File: config.mk
export PLATFORM = sky130hd
export DESIGN_NAME = pipe_stage_skid
export DESIGN_NICKNAME = d
export VERILOG_FILES = /design/src/rtl/pipe_pkg.sv /design/src/rtl/pipe_entry.sv /design/src/rtl/pipe_stage_skid.sv
export SDC_FILE = /design/constraint.sdc
export NUM_CORES = 1
export LEC_CHECK = 0
export CORE_ASPECT_RATIO = 0.9
export CORE_MARGIN = 1
export CORE_UTILIZATION = 39
export DETAILED_ROUTE_END_ITERATION = 6
export SYNTH_ARGS = -nofsm -noshare
export SYNTH_HDL_FRONTEND = slang
export SYNTH_SLANG_ARGS = --single-unit
File: constraint.sdc
create_clock -name clk_i -period 2.8 [get_ports clk_i]
set_input_delay 0.56 -clock clk_i [delete_from_list [all_inputs] [get_ports clk_i]]
set_output_delay 0.56 -clock clk_i [all_outputs]
set_load 0.02 [all_outputs]
File: src/rtl/pipe_pkg.sv
// Shared types for the generic pipeline stage register.
// The FSM state encoding doubles as the entry count held by a skid stage.
package pipe_pkg;

  typedef enum logic [1:0] {
    ST_EMPTY = 2'd0,
    ST_ONE   = 2'd1,
    ST_FULL  = 2'd2
  } pipe_state_t;

  // Wide all-zero control word; each stage slices off its own CTRL_W bits.
  localparam logic [255:0] CTRL_NOP = '0;

endpackage

File: src/rtl/pipe_entry.sv
// One storage slot holding a packed control+data bundle plus its valid flag.
// Priority is reset, then load, then clear_valid; the payload is kept when the slot is cleared.
module pipe_entry #(
  parameter int W = 8
) (
  input  logic         clk_i,
  input  logic         rst_i,
  input  logic         load_i,
  input  logic         clear_i,
  input  logic [W-1:0] d_i,
  output logic         valid_o,
  output logic [W-1:0] q_o
);

  logic         valid_q, valid_d;
  logic [W-1:0] data_q, data_d;

  always_comb begin
    valid_d = valid_q;
    data_d  = data_q;
    if (load_i) begin
      valid_d = 1'b1;
      data_d  = d_i;
    end else if (clear_i) begin
      valid_d = 1'b0;
    end
  end

  always_ff @(posedge clk_i) begin
    if (rst_i) begin
      valid_q <= 1'b0;
      data_q  <= '0;
    end else begin
      valid_q <= valid_d;
      data_q  <= data_d;
    end
  end

  assign valid_o = valid_q;
  assign q_o     = data_q;

endmodule

File: src/rtl/pipe_stage_skid.sv
// Generic valid/ready pipeline stage register with stall back-pressure and synchronous flush.
// SKID=1 builds a 2-entry skid buffer with a registered in_ready; SKID=0 a single combinational-ready entry.
module pipe_stage_skid
  import pipe_pkg::*;
#(
  parameter int CTRL_W = 8,
  parameter int DATA_W = 208,
  parameter bit SKID   = 1'b1
) (
  input  logic              clk_i,
  input  logic              rst_i,
  input  logic              flush_i,
  input  logic              in_valid_i,
  output logic              in_ready_o,
  input  logic [CTRL_W-1:0] in_ctrl_i,
  input  logic [DATA_W-1:0] in_data_i,
  output logic              out_valid_o,
  input  logic              out_ready_i,
  output logic [CTRL_W-1:0] out_ctrl_o,
  output logic [DATA_W-1:0] out_data_o,
  output logic [1:0]        occupancy_o
);

  localparam int W = CTRL_W + DATA_W;

  logic [W-1:0] in_bundle;
  logic [W-1:0] main_d;
  logic [W-1:0] main_q;
  logic         main_load;
  logic         main_clear;
  logic         main_valid;
  logic         push;
  logic         pop;

  assign in_bundle = {in_ctrl_i, in_data_i};
  // An offer coinciding with flush is dropped even when the stage looks ready.
  assign push      = in_valid_i & in_ready_o & ~flush_i;
  assign pop       = main_valid & out_ready_i;

  pipe_entry #(.W(W)) u_main (
    .clk_i   (clk_i),
    .rst_i   (rst_i),
    .load_i  (main_load),
    .clear_i (main_clear),
    .d_i     (main_d),
    .valid_o (main_valid),
    .q_o     (main_q)
  );

  generate
    if (SKID) begin : g_skid
      pipe_state_t  state_q, state_d;
      logic         in_ready_q, in_ready_d;
      logic         skid_load, skid_clear, skid_valid, sel_skid;
      logic [W-1:0] skid_q;

      pipe_entry #(.W(W)) u_skid (
        .clk_i   (clk_i),
        .rst_i   (rst_i),
        .load_i  (skid_load),
        .clear_i (skid_clear),
        .d_i     (in_bundle),
        .valid_o (skid_valid),
        .q_o     (skid_q)
      );

      always_comb begin
        state_d    = state_q;
        main_load  = 1'b0;
        main_clear = 1'b0;
        skid_load  = 1'b0;
        skid_clear = 1'b0;
        sel_skid   = 1'b0;
        if (flush_i) begin
          state_d    = ST_EMPTY;
          main_clear = 1'b1;
          skid_clear = 1'b1;
        end else begin
          case (state_q)
            ST_EMPTY: begin
              if (push) begin
                main_load = 1'b1;
                state_d   = ST_ONE;
              end
            end
            ST_ONE: begin
              if (push && pop) begin
                main_load = 1'b1;
              end else if (push) begin
                skid_load = 1'b1;
                state_d   = ST_FULL;
              end else if (pop) begin
                main_clear = 1'b1;
                state_d    = ST_EMPTY;
              end
            end
            ST_FULL: begin
              if (pop) begin
                main_load  = 1'b1;
                sel_skid   = 1'b1;
                skid_clear = 1'b1;
                state_d    = ST_ONE;
              end
            end
            default: state_d = ST_EMPTY;
          endcase
        end
        in_ready_d = (state_d != ST_FULL);
      end

      always_ff @(posedge clk_i) begin
        if (rst_i) begin
          state_q    <= ST_EMPTY;
          in_ready_q <= 1'b1;
        end else begin
          state_q    <= state_d;
          in_ready_q <= in_ready_d;
        end
      end

      assign main_d      = sel_skid ? skid_q : in_bundle;
      assign in_ready_o  = in_ready_q;
      assign occupancy_o = {1'b0, main_valid} + {1'b0, skid_valid};
    end else begin : g_single
      // Accepting while the held entry leaves replaces it without a bubble.
      assign in_ready_o  = ~main_valid | out_ready_i;
      assign main_load   = push;
      assign main_clear  = flush_i | (pop & ~push);
      assign main_d      = in_bundle;
      assign occupancy_o = {1'b0, main_valid};
    end
  endgenerate

  assign out_valid_o = main_valid;
  assign out_ctrl_o  = main_valid ? main_q[W-1:DATA_W] : CTRL_NOP[CTRL_W-1:0];
  assign out_data_o  = main_q[DATA_W-1:0];

endmodule

==> flow_results.org <==
** Drt
- After the first detailed-routing iteration, the DRC count stood at between 800 and 900.
- For this run, design rule violations remaining after detail routing come to 0.
- Using the TritonRoute via totals, the vias-per-cell ratio works out to between 5 and 6.
- The count of nets left with antenna violations once routing finished came out at 0.
- In the final routed layout, each cell accounts on average for roughly 18 microns.
- The pre-antenna-repair detailed-routing pass consisted of 5 iterations.
- Across all layers, the routed design uses between 15000 and 20000 vias.
- The routed design has between 50 and 60 mm of wire.

** Critical path
- Kind of critical path :: reg -> out
- In this run the critical register-to-register path is captured at u_main.q_o[92].
- Source of the worst register-to-register timing path :: u_main.valid_o
- Setup slack on the worst flop-to-flop path :: approximately 0.57 ns
- Stage delay of the slowest cell on the critical path :: 0.61 ns
- Critical path's slowest cell :: clkdlybuf4s50_1
- The critical path goes through buf_4 -> and2_1 -> clkdlybuf4s50_1.
- Required time of the critical path :: between 2 and 2.5 ns
- The worst setup path is captured at an output pin.
- Maximum fanout count along the critical path :: 10
- STA classifies the critical path startpoint as a flop.
- Data arrives at the worst endpoint at about 2 ns.
- Number of cell instances on the worst register-to-register path :: 5

** Logic synthesis
- Number of enable flip-flop cells after synthesis :: 0
- Syn Nets :: around 2600
- Ys async rst share :: 0%
- After synthesis, the largest family of logic cells by area is compound AO/OA/AOI/OAI gates.
- Summing the areas of all compound-gate instances in the mapped netlist gives roughly a fifth of the synthesized area.
- Fraction of synthesized area in multiplexers :: a little under an eighth
- In this run the cell area of the synthesized design comes to about 21000 sq um.
- Area share of the leading cell type in the synthesized netlist :: 41.72%
- Sequential-to-total area share from yosys stat :: about two fifths
- Of the total synthesized cell area, the portion taken by XOR and XNOR cells is 0%.
- Gate Count Post-Synth :: about 2400
- During synthesis, Yosys emitted a total of 0 warnings.
- Of the total synthesized cell area, the portion taken by full adders, half adders and majority gates is 0.05966%.
- The biggest area contributor in the post-synthesis netlist is dfxtp_1.
- Most repeated cell in the gate-level netlist after synthesis :: dfxtp_1
- Of the total synthesized cell area, the portion taken by AND, OR, NAND and NOR gates is approximately an eighth.
- Most frequently used flop master after synthesis :: dfxtp_1
- Synthesized area per cell :: about 9 sq um
- Synthesis instantiated 26 different standard cells from the library.
- Commonest cells post-synth :: dfxtp_1 (437), nand2_1 (435), a21oi_1 (218)
- Ranked by total cell area, the synthesized netlist is headed by dfxtp_1 (42%), mux2_2 (12%), a221oi_2 (10%), nand2_1 (7.8%), buf_4 (7.5%).
- Number of register bits inferred by synthesis :: 437

** STA
- Subtracting the final worst setup slack from the clock period gives between 2 and 3 ns.
- The number of pins with negative max-slew slack in the final report is 0.
- Across the routed clock network, the largest skew measured is between 0.008 and 0.009 ns.
- Timing-limited maximum frequency :: around 400 MHz
- In the finished design, the share of the clock period the worst path needs comes to 91.64%.
- Hold timing on the final database bottoms out at a slack of ~0.31 ns.
- In this run the tightest slew margin relative to its limit is a little under two fifths.
- Setup violations remaining at the end of the flow were counted as 0.
- Across all setup checks in the final design, the least slack found is roughly 0.23 ns.
- At the pin with the least slew margin, the transition time is ~0.94 ns.
- The number of hold-slack violations in the final timing report is 0.
- Adding up every negative setup slack in the final design gives 0 ns.
- Setup repair after global routing missed its margin :: false

** Floorplanning
- Core box area :: 53050 sq um
- I/O pins :: 441
- Die area :: roughly 55000 sq um
- DIE WIDTH :: around 250 microns
- For this configuration, the core starts out at a cell density of between 30% and 40%.
- Site row count :: 80
- Die height :: approximately 220 microns

** Place
- Timing analysis after detailed placement gives a worst setup slack of about 0.077 ns.
- Number of buffer cells added on primary ports :: 440
- DPL Wire Length :: around 37 mm
- Cells after DPL :: 3174
- At the end of routability-driven placement, the weighted congestion stood at between 0.7 and 0.8.

** Cells and area
- Area delta synth->final :: 24.65%
- Reg area :: approximately 8700 sq um
- In the final layout, the multi-input gates occupy 8951 sq um.
- The finished layout holds 3265 standard cells, fillers aside.
- After filler insertion, the fill cell instance count of the layout stands at 4913.
- Cells with a size suffix above 1 make up a little under a fifth of the layout.
- At the end of the flow, the number of nets in the layout was roughly 2700.

** Power
- In this run the static leakage power is just under 9 nW.
- Total power :: 14.66 mW
- Worst IR Drop VDD :: around 0.42 mV
- PD cells :: roughly 560 nW/um^2

** Min path
- HP Class :: in -> reg
- End point of the most critical hold path :: g_skid.state_q[0]
- Hold Crit Start :: flush_i
- Hold-critical path depth :: 2

** Clock tree
- Gates resized during post-CTS repair numbered 1.
- Hold-fix buffers at CTS :: 0
- # H-tree levels :: 2
- The tree is rooted in a clkbuf_16.
- Clock slew at reported path FFs :: 0.06 ns
- Cts bufs inserted :: 48
- Number of sinks on the clock net :: around 440
- The clock reaches the later pin of the worst-skew pair after approximately 0.56 ns.
- Clk buf depth :: 3
- TritonCTS built the clock tree.
- Buffers inserted during post-CTS setup optimization :: 0

** Global route
- After global routing the overflow that remains totals 0.
- In the global route stage, overall resource usage came out at between 20% and 30%.
- The first global-routing pass estimated 90.21 mm of wire.
- Entering global routing, the biggest net connects 113 pins.
- The number of global-route vias before repair came to between 15000 and 20000.
- Antenna violations before repair :: 12

** Job
- Across the run, the number of max-cap violations was 0.

** Status
- Outcome :: complete, no violations
[metrics by stage]
stage / area (sq um) / util [%]
after floorplan: 20970 / -
after global placement: 24620 / 46.40
after detailed placement: 24620 / 46.40
after CTS: 26120 / 49.24
after global routing: 26140 / 49.27
final: 26140 / 49.27
[cell families (layout without fill, tap and decap cells)]
family	count (synthesis)	count (layout)
and+or+nand+nor	669	669
buffers and inverters	619	797
AOI/OAI and AO/OA	439	439
DFF	437	437
muxes	218	218
adders and majority gates	1	1
other	0	7
[where the power goes]
group,internal (mW),leakage [nW],total (mW),switching (mW)
Sequential,6.43,3.55,6.56,0.128
Combinational,0.991,4.65,2.02,1.03
Clock,3.55,0.731,6.08,2.53
Total,11.0,8.93,14.7,3.69
[registers in the layout, indices dropped and copies added (netlist names)]
| signal | count |
|---|---|
| g_skid.state_q | 2 |
| u_main.valid_o | 1 |
| g_skid.u_skid.valid_o | 1 |
| u_main.q_o | 216 |
| in_ready_o | 1 |
| g_skid.u_skid.q_o | 216 |
[how the worst max path moves through the flow]
| stage | startpoint | to | slack, ns | cells after the start |
|---|---|---|---|---|
| after detailed placement | out_ready_i | u_main.q_o[182] | 0.08 | 6 |
| after global routing | u_main.valid_o | out_ctrl_o[3] | 0.16 | 3 |
| after global placement | out_ready_i | u_main.q_o[182] | 0.1 | 6 |
| after CTS | u_main.valid_o | out_ctrl_o[7] | 0.17 | 3 |
| after floorplan | flush_i | u_main.q_o[137] | 0.64 | 9 |
| final | u_main.valid_o | out_ctrl_o[7] | 0.23 | 3 |
[cells in the final DEF, fill, tap and decap left out]
| master | Yosys | routed |
|---|---|---|
| mux2i_1 | 2 | 2 |
| a221oi_2 | 140 | 140 |
| or4_1 | 1 | 1 |
| and2_1 | 10 | 9 |
| buf_6 | 15 | 1 |
| buf_12 | 0 | 32 |
| nand2_4 | 0 | 1 |
| dfxtp_2 | 0 | 1 |
| clkdlybuf4s50_1 | 0 | 438 |
| nand4b_1 | 1 | 1 |
| clkbuf_16 | 0 | 49 |
| mux2_2 | 216 | 216 |
| buf_4 | 209 | 24 |
| dfxtp_1 | 437 | 436 |
| nor3_1 | 1 | 1 |
| o22a_1 | 1 | 1 |
| and2_4 | 0 | 1 |
| clkbuf_8 | 0 | 13 |
| o31a_2 | 0 | 1 |
| a21oi_1 | 218 | 218 |
| o21ai_4 | 0 | 1 |
| ha_1 | 1 | 1 |
| nor2_1 | 217 | 217 |
| a221oi_1 | 76 | 76 |
| inv_1 | 217 | 217 |
| clkinv_2 | 0 | 4 |
| clkinvlp_4 | 0 | 3 |
| a2111oi_0 | 1 | 1 |
| diode_2 | 0 | 7 |
| a21boi_0 | 1 | 1 |
| and4bb_1 | 1 | 1 |
| nand2_1 | 435 | 434 |
| nand3b_1 | 3 | 3 |
| clkbuf_1 | 116 | 15 |
| buf_8 | 0 | 1 |
[worst max-delay path, delay by kind of cell, from the launching register on]
kind	cells	cell delay, ns
and+or+nand+nor	1	0.16
buffers and inverters	2	0.80
DFF	1	0.49
[cell type report]
class	instances	area share (%)
Antenna cell	7	0.06701
Clock buffer	77	5.591
Clock inverter	7	0.1627
Inverter	217	3.116
Multi-Input combinational cell	1327	34.24
Sequential cell	437	33.47
Tap cell	697	3.336
Timing Repair Buffer	496	20.01
[per-layer routing]
metal	wire, microns	GRT usage (%)
met2	26780	32.52
met3	4012	4.841
met5	36	0
met1	25910	27.21
met4	1527	7.049
(Power assumes the default switching activity.)
